File: config.mk
export PLATFORM = sky130hd
export DESIGN_NAME = risc_int_ctrl
export DESIGN_NICKNAME = d
export VERILOG_FILES = /design/src/rtl/risc_int_pkg.sv /design/src/rtl/int_prio_enc.sv /design/src/rtl/risc_int_ctrl.sv
export SDC_FILE = /design/constraint.sdc
export NUM_CORES = 1
export LEC_CHECK = 0
export CORE_UTILIZATION = 23
export CTS_CLUSTER_DIAMETER = 60
export DETAILED_ROUTE_END_ITERATION = 6
export HOLD_SLACK_MARGIN = 0.05
export PLACE_DENSITY = 0.55
export SETUP_SLACK_MARGIN = 0.2
export SYNTH_ARGS = -nofsm -noshare
export SYNTH_HDL_FRONTEND = slang
export SYNTH_SLANG_ARGS = --single-unit
File: constraint.sdc
create_clock -name boardclk -period 2.1 [get_ports boardclk]
set_input_delay 0.42 -clock boardclk [delete_from_list [all_inputs] [get_ports boardclk]]
set_output_delay 0.42 -clock boardclk [all_outputs]
set_load 0.03 [all_outputs]
File: src/rtl/risc_int_pkg.sv
// Shared types and default parameters for the RISC interrupt controller.
package risc_int_pkg;

    typedef enum logic [1:0] {
        IDLE = 2'd0,
        REQ  = 2'd1,
        SERV = 2'd2
    } int_state_t;

    localparam int          NSRC_DEF       = 4;
    localparam int          AW_DEF         = 32;
    localparam logic [31:0] VEC_BASE_DEF   = 32'h0000_0040;
    localparam int          VEC_STRIDE_DEF = 8;

    // A single-source build still needs a one-bit id.
    function automatic int id_width(input int n);
        return (n > 1) ? $clog2(n) : 1;
    endfunction

    localparam int ID_W_DEF = id_width(NSRC_DEF);

endpackage

File: src/rtl/int_prio_enc.sv
// Lowest-index-wins priority encoder over the enabled pending requests.
module int_prio_enc
    import risc_int_pkg::*;
#(
    parameter  int N  = NSRC_DEF,
    localparam int IW = id_width(N)
) (
    input  logic [N-1:0]  req,
    output logic          valid,
    output logic [IW-1:0] idx
);

    // Scan from the top down so the lowest set bit is the last one written.
    always_comb begin
        valid = |req;
        idx   = '0;
        for (int i = N - 1; i >= 0; i--) begin
            if (req[i]) begin
                idx = IW'(i);
            end
        end
    end

endmodule

File: src/rtl/risc_int_ctrl.sv
// Interrupt controller: edge latching, enable mask, priority pick and req/ack/iret handshake.
// Define INT_SYNC_EN to put a 2-flop synchronizer on every int_src bit.
module risc_int_ctrl
    import risc_int_pkg::*;
#(
    parameter  int            NSRC       = NSRC_DEF,
    parameter  int            AW         = AW_DEF,
    parameter  logic [AW-1:0] VEC_BASE   = AW'(VEC_BASE_DEF),
    parameter  int            VEC_STRIDE = VEC_STRIDE_DEF,
    localparam int            IDW        = id_width(NSRC)
) (
    input  logic            boardclk,
    input  logic            rst,
    input  logic [NSRC-1:0] int_src,
    input  logic            en_we,
    input  logic [NSRC-1:0] en_wdata,
    output logic [NSRC-1:0] en,
    output logic [NSRC-1:0] pending,
    output logic            irq_req,
    input  logic            irq_ack,
    output logic [IDW-1:0]  irq_id,
    output logic [AW-1:0]   irq_vec,
    input  logic            iret,
    output logic            in_service
);

    int_state_t      state_q;
    int_state_t      state_d;
    logic [NSRC-1:0] src_s;
    logic [NSRC-1:0] prev_q;
    logic [NSRC-1:0] rise;
    logic [NSRC-1:0] pending_d;
    logic            win_valid;
    logic [IDW-1:0]  win_idx;
    logic            capture;
    logic            take;

`ifdef INT_SYNC_EN
    logic [NSRC-1:0] sync1_q;
    logic [NSRC-1:0] sync2_q;

    always_ff @(posedge boardclk) begin
        if (rst) begin
            sync1_q <= '0;
            sync2_q <= '0;
        end else begin
            sync1_q <= int_src;
            sync2_q <= sync1_q;
        end
    end

    assign src_s = sync2_q;
`else
    assign src_s = int_src;
`endif

    assign rise = src_s & ~prev_q;

    int_prio_enc #(
        .N (NSRC)
    ) u_prio (
        .req   (pending & en),
        .valid (win_valid),
        .idx   (win_idx)
    );

    always_ff @(posedge boardclk) begin
        if (rst) begin
            state_q <= IDLE;
        end else begin
            state_q <= state_d;
        end
    end

    always_comb begin
        state_d    = state_q;
        irq_req    = 1'b0;
        in_service = 1'b0;
        capture    = 1'b0;
        take       = 1'b0;
        case (state_q)
            IDLE: begin
                if (win_valid) begin
                    capture = 1'b1;
                    state_d = REQ;
                end
            end
            REQ: begin
                irq_req = 1'b1;
                if (irq_ack) begin
                    take    = 1'b1;
                    state_d = SERV;
                end
            end
            SERV: begin
                in_service = 1'b1;
                if (iret) begin
                    state_d = IDLE;
                end
            end
            default: state_d = IDLE;
        endcase
    end

    // The new-edge OR comes after the ack clear so a same-cycle edge keeps the bit set.
    always_comb begin
        pending_d = pending;
        if (take) begin
            pending_d[irq_id] = 1'b0;
        end
        pending_d = pending_d | rise;
    end

    always_ff @(posedge boardclk) begin
        if (rst) begin
            prev_q  <= '0;
            pending <= '0;
            en      <= '0;
            irq_id  <= '0;
            irq_vec <= '0;
        end else begin
            prev_q  <= src_s;
            pending <= pending_d;
            if (en_we) begin
                en <= en_wdata;
            end
            if (capture) begin
                irq_id  <= win_idx;
                irq_vec <= VEC_BASE + AW'(VEC_STRIDE) * AW'(win_idx);
            end
        end
    end

endmodule

==> results by group, run 1 <==
Synth
  • EDFF count, synth: 0
  • Main flop type after synthesis: dfxtp_1
  • Seq/Total Area, Yosys: 0.384
  • Cells after synthesis: 99
  • FF+latch count, synth: 17
  • Yosys top cell by area: dfxtp_1
  • Synth Warn #: 0
  • Post-synth top cells: buf_4, dfxtp_1, a21oi_1, nor2_1, nor2b_1
  • Adder-cell share of the synthesized area: 0
  • Most common cell in the netlist: buf_4
  • Syn_area_per_cell: 8.96 µm²
  • Compound-cell area share of the yosys netlist: 0.144
  • Yosys top cell area share: 0.384
  • Mux contribution to synthesized area: 0.0451
  • Distinct cells, synth: 23
  • Ys async rst share: 0
  • Top cells by area, synth: dfxtp_1, buf_4, a21oi_1, mux2i_1, nor2b_1
  • Post-Synth XOR/XNOR Area: 0
  • Largest family of logic cells by synthesized area: buffers and inverters
  • Simple-gate area share of the yosys netlist: 0.144
  • Area of the mapped netlist: 887 µm²

Worst setup path
  • Largest fanout on the critical path: 6
  • CP top delay family: buffers and inverters
  • Worst path cell trace: clkdlybuf4s50_1
  • Data required, critical path: 1.68 ns
  • Slowest stage cell, crit path: clkdlybuf4s50_1
  • WP data arrival: 1.39 ns
  • Buf/Inv on CP: 1
  • Slowest cell delay on critical path: 0.71 ns
  • Worst setup EP type: output port
  • CP Class: reg -> out
  • Crit start category: register

Global routing
  • Global-route wire length before repair: 2.88 mm
  • Largest net degree at the start of global routing: 12
  • Initial antenna violation count: 0
  • GRT overflow: 0
  • Vias in the first global route: 660
  • Gr usage total: 0.0898

Drt
  • First DRT Iteration DRCs: 10
  • DR vias/cell: 3.97
  • Met1 WL: 760 µm
  • Metal3 WL: 88 µm
  • Max Used Layer: met4
  • DRT Wirelength: 1.64 mm
  • Vias: 687
  • Avg WL per Cell: 9.49 µm
  • DRC: 0
  • DR WL met2: 752 µm
  • Routed Antenna Nets: 0
  • Drt pass-1 iters: 4

Pwr
  • Leak Pwr: 0.516 nW
  • Cell internal pwr: 551 µW
  • Switching share of total power: 0.331
  • Clock network power share: 0.294
  • Logic pwr share: 0.264
  • Pwr Density: 726 nW/µm²
  • Peak VDD IR: 0.295 mV
  • Power Total: 823 µW
  • Sw Pwr: 272 µW
  • Part of the power in registers: 0.442

Finish
  • Post-Layout Cell Count: 173
  • Layout cells sized above 1: 0.0480
  • # diodes: 0
  • Area of the multi-input gates: 404 µm²
  • Final Util: 0.307
  • Nets: 139
  • Reg area: 340 µm²
  • # fillers: 410
  • Fin area: 1130 µm²
  • Area growth syn-to-layout: 27.8%

Timing
  • Final Cycle Share: 0.864
  • Unrepaired setup endpoints after global routing: false
  • Tmin final: 1.81 ns
  • Max Fclk: 0.551 GHz
  • Setup Total Neg Slack: 0 ns
  • Hold Fails Final Rpt: 0
  • Final Max Slew Viols: 0
  • Worst Clk Skew: 0.00282 ns
  • Final setup vio count: 0

Die
  • # IOs: 57
  • Core footprint: 3690 µm²
  • Die Ht: 64.1 µm
  • Rows: 22
  • Starting Density: 0.241
  • Die X: 64.1 µm
  • Die footprint: 4110 µm²

CTS
  • Postcts setup bufs: 0
  • CTS tree: done
  • Clock transition at the registers of the reported paths: 0.06 ns
  • Max H-tree Level: 1
  • Total CTS buffers: 3
  • Sink Count: 17
  • Root Buffer: clkbuf_8
  • Worst-skew pair later-pin latency: 0.25 ns
  • Clock Path Buffers: 2

Job
  • Maxcap violations: 0

Placement
  • Cell Area, Placed: 1090 µm²
  • Routability congestion estimate: 0.738
  • DPL Wire Length: 1.25 mm
  • Buffers on Ports: 27
  • Dpl cells: 169

Outcome
  • Status: completed

Min path
  • HP Class: reg -> reg
[power groups by stage]
stage	Sequential [mW]	Combinational, mW	Clock [mW]
6_report	0.364	0.218	0.242
4_1_cts	0.364	0.219	0.248
3_3_place_gp	0.370	0.219	0
3_5_place_dp	0.371	0.220	0
2_1_floorplan	0.394	0.168	0
5_1_grt	0.367	0.234	0.262
[cell families (layout without fill, tap and decap cells)]
family	count (synthesis)	in the layout
muxes	4	4
buffers and inverters	35	33
other	1	29
DFF	17	17
AOI/OAI and AO/OA	18	18
and+or+nand+nor	24	24
[repair_timing]
action | CTS | global route
gates resized for setup | 2 | 2
hold endpoints to repair | 0 | 0
hold buffers | 0 | 0
setup endpoints to repair | 2 | 2
pin swaps | 0 | 0
[cells in the final DEF (no fill, tap or decap), types with 3 or more instances in the layout]
cell type         n
nor2b_1           6
a21oi_1           8
nand2b_1          4
conb_1           29
nor2_1            8
mux2i_1           4
clkbuf_8          3
dfxtp_1          17
clkdlybuf4s50_1  23
[metrics by stage]
stage / setup WS, ns / hold slack (ns)
after floorplan: 0.799 / 0.429
after CTS: 0.225 / 0.470
after detailed placement: 0.421 / 0.466
after global placement: 0.445 / 0.443
final: 0.286 / 0.472
after global routing: 0.245 / 0.516
[final timing paths]
| kind | cells past startpoint | start | slack, ns | end |
|---|---|---|---|---|
| setup / recovery | 1 | irq_id[0] | 0.29 | irq_id[0] |
| hold / removal | 1 | state_q[1] | 0.47 | state_q[0] |
| setup reg to reg | 4 | pending[0] | 0.84 | irq_id[0] |
| hold reg to reg | 1 | state_q[1] | 0.47 | state_q[0] |
[registers in the layout, summed over array words and instances (netlist names)]
register and count:
en 4, pending 4, prev_q 4, irq_vec 2
state_q 2, irq_id 1
[layout make-up]
cell class,count,share of cell area
clock buffers,4,0.0397
flip-flops and latches,17,0.300
inverters,1,0.00331
well taps,48,0.0530
repair buffers,28,0.247
multi-input cells,75,0.357
[per-layer routing]
layer | vias to the layer above | GRT usage
li1 | 325 | -
met2 | 43 | 0.144
met5 | - | 0
met4 | 0 | 0.0583
met1 | 314 | 0.112
met3 | 5 | 0.0125
No activity file was read; power rests on OpenSTA's default activity.
==> run 2, diff against run 1 <==
Settings changed: CORE_UTILIZATION 23 to 38, GPL_ROUTABILITY_DRIVEN from default to 0, PLACE_DENSITY 0.55 to 0.84.
==> results by group, run 2 (synthesis gave the netlist of run 1 again) <==
Drt
  • DR vias/cell: 4.44
  • Routed Antenna Nets: 0
  • Drt pass-1 iters: 3
  • DRT Wirelength: 1.55 mm
  • Avg WL per Cell: 10.1 µm
  • First DRT Iteration DRCs: 9
  • DRC: 0
  • Vias: 680

Finish
  • Top Registers: en x4, pending x4, prev_q x4
  • Area growth syn-to-layout: 22.7%
  • Layout cells sized above 1: 0.0560
  • # diodes: 0
  • Nets: 139
  • Final Util: 0.492
  • Most frequent cells in the layout: conb_1, clkdlybuf4s50_1, dfxtp_1, a21oi_1, nor2_1
  • Leading cell type in the layout, fill and taps excluded: conb_1

Global routing
  • Largest net degree at the start of global routing: 12
  • GRT overflow: 0
  • Vias in the first global route: 624
  • Global-route wire length before repair: 2.58 mm
  • Initial antenna violation count: 0
  • Gr usage total: 0.138

Timing
  • Worst Clk Skew: 0.00225 ns
  • Tmin final: 1.82 ns
  • Final Cycle Share: 0.867
  • Hold Slack: 0.490 ns
  • Final setup vio count: 0
  • Setup Total Neg Slack: 0 ns
  • Unrepaired setup endpoints after global routing: false
  • Final Max Slew Viols: 0
  • Max Fclk: 0.550 GHz
  • Hold Fails Final Rpt: 0

Worst setup path
  • Crit Reg-Reg Startpoint: en[0]
  • Crit start category: register
  • Worst path cell trace: clkdlybuf4s50_1
  • Slowest cell delay on critical path: 0.71 ns
  • Buf/Inv on CP: 1
  • CP top delay family: buffers and inverters
  • CP Class: reg -> out
  • WP data arrival: 1.40 ns
  • Reg-to-reg endpoint: state_q[0]
  • R2r worst-path depth: 4
  • Data required, critical path: 1.68 ns
  • Cell count along the critical path: 1
  • Slowest stage cell, crit path: clkdlybuf4s50_1
  • Worst setup EP type: output port
  • Setup slack, reg-to-reg: 0.85 ns
  • Largest fanout on the critical path: 4
  • Launch point of the worst path: pending[1]

Die
  • # IOs: 57
  • Rows: 17
  • Core footprint: 2210 µm²
  • Starting Density: 0.401
  • Die Ht: 50.3 µm
  • Die footprint: 2530 µm²
  • Die X: 50.3 µm

Pwr
  • Leak Pwr: 0.521 nW
  • Peak VDD IR: 0.424 mV
  • Pwr Density: 692 nW/µm²

Outcome
  • Status: completed

CTS
  • Sink Count: 17
  • Clock transition at the registers of the reported paths: 0.10 ns
  • Worst-skew pair later-pin latency: 0.29 ns
  • Max H-tree Level: 1
  • Clock Path Buffers: 2
  • CTS tree: done
  • Postcts setup bufs: 0
  • Root Buffer: clkbuf_4
  • Total CTS buffers: 3

Placement
  • DPL Wire Length: 1.28 mm
  • Buffers on Ports: 27

Min path
  • Worst Hold Path Cells: 2
  • Min-Delay Startpoint: prev_q[2]
  • HP Class: reg -> reg
  • Worst Hold End: pending[2]

Job
  • Maxcap violations: 0
run 2: cell count changes in the layout (fill, tap and decap cells not counted):
cell	change
clkinv_2	+1
clkbuf_8	-3
clkbuf_1	-1
clkdlybuf4s50_1	-2
clkbuf_4	+3
dlygate4sd2_1	+2
run 2: metal layers:
metal / GRT usage / share of wire / vias to the layer above
met5: 0 / 0 / -
met3: 0.0364 / 0.077 / 5
met2: 0.251 / 0.50 / 40
li1: - / - / 324
met1: 0.141 / 0.40 / 311
met4: 0.0787 / 0.027 / 0
run 2: layout make-up:
| class | instances | area, µm² |
|---|---|---|
| well taps | 28 | 35.0 |
| fillers | 222 | 1120 |
| clock inverters | 1 | 5.00 |
| flip-flops and latches | 17 | 340 |
| repair buffers | 28 | 278 |
| inverters | 1 | 3.75 |
| multi-input cells | 75 | 404 |
| clock buffers | 3 | 22.5 |
run 2: report_power, final:
| part | switching [mW] | internal (mW) | total (mW) |
|---|---|---|---|
| Clock | 0.103 | 0.0710 | 0.174 |
| Sequential | 0.0194 | 0.344 | 0.363 |
| Combinational | 0.145 | 0.0712 | 0.216 |
run 2: repair_timing:
item / CTS / global route
resized for setup: 4 / 2
endpoints found under the setup margin: 4 / 2
hold buffers: 0 / 0
run 2: worst max path at each step:
stage            endpoint
3_5_place_dp      irq_req
6_report       pending[1]
3_3_place_gp      irq_req
5_1_grt             en[1]
2_1_floorplan   irq_id[0]
4_1_cts        irq_vec[3]
run 2: stage by stage:
step	worst slack, ns	instance area, µm²	instances	total power, mW
finish	0.280	1090	153	0.753
global route	0.225	1090	153	0.788
CTS	0.205	1080	153	0.759
detailed placement	0.432	1060	149	0.590
global placement	0.462	1060	149	0.585
floorplan	0.799	992	127	0.562
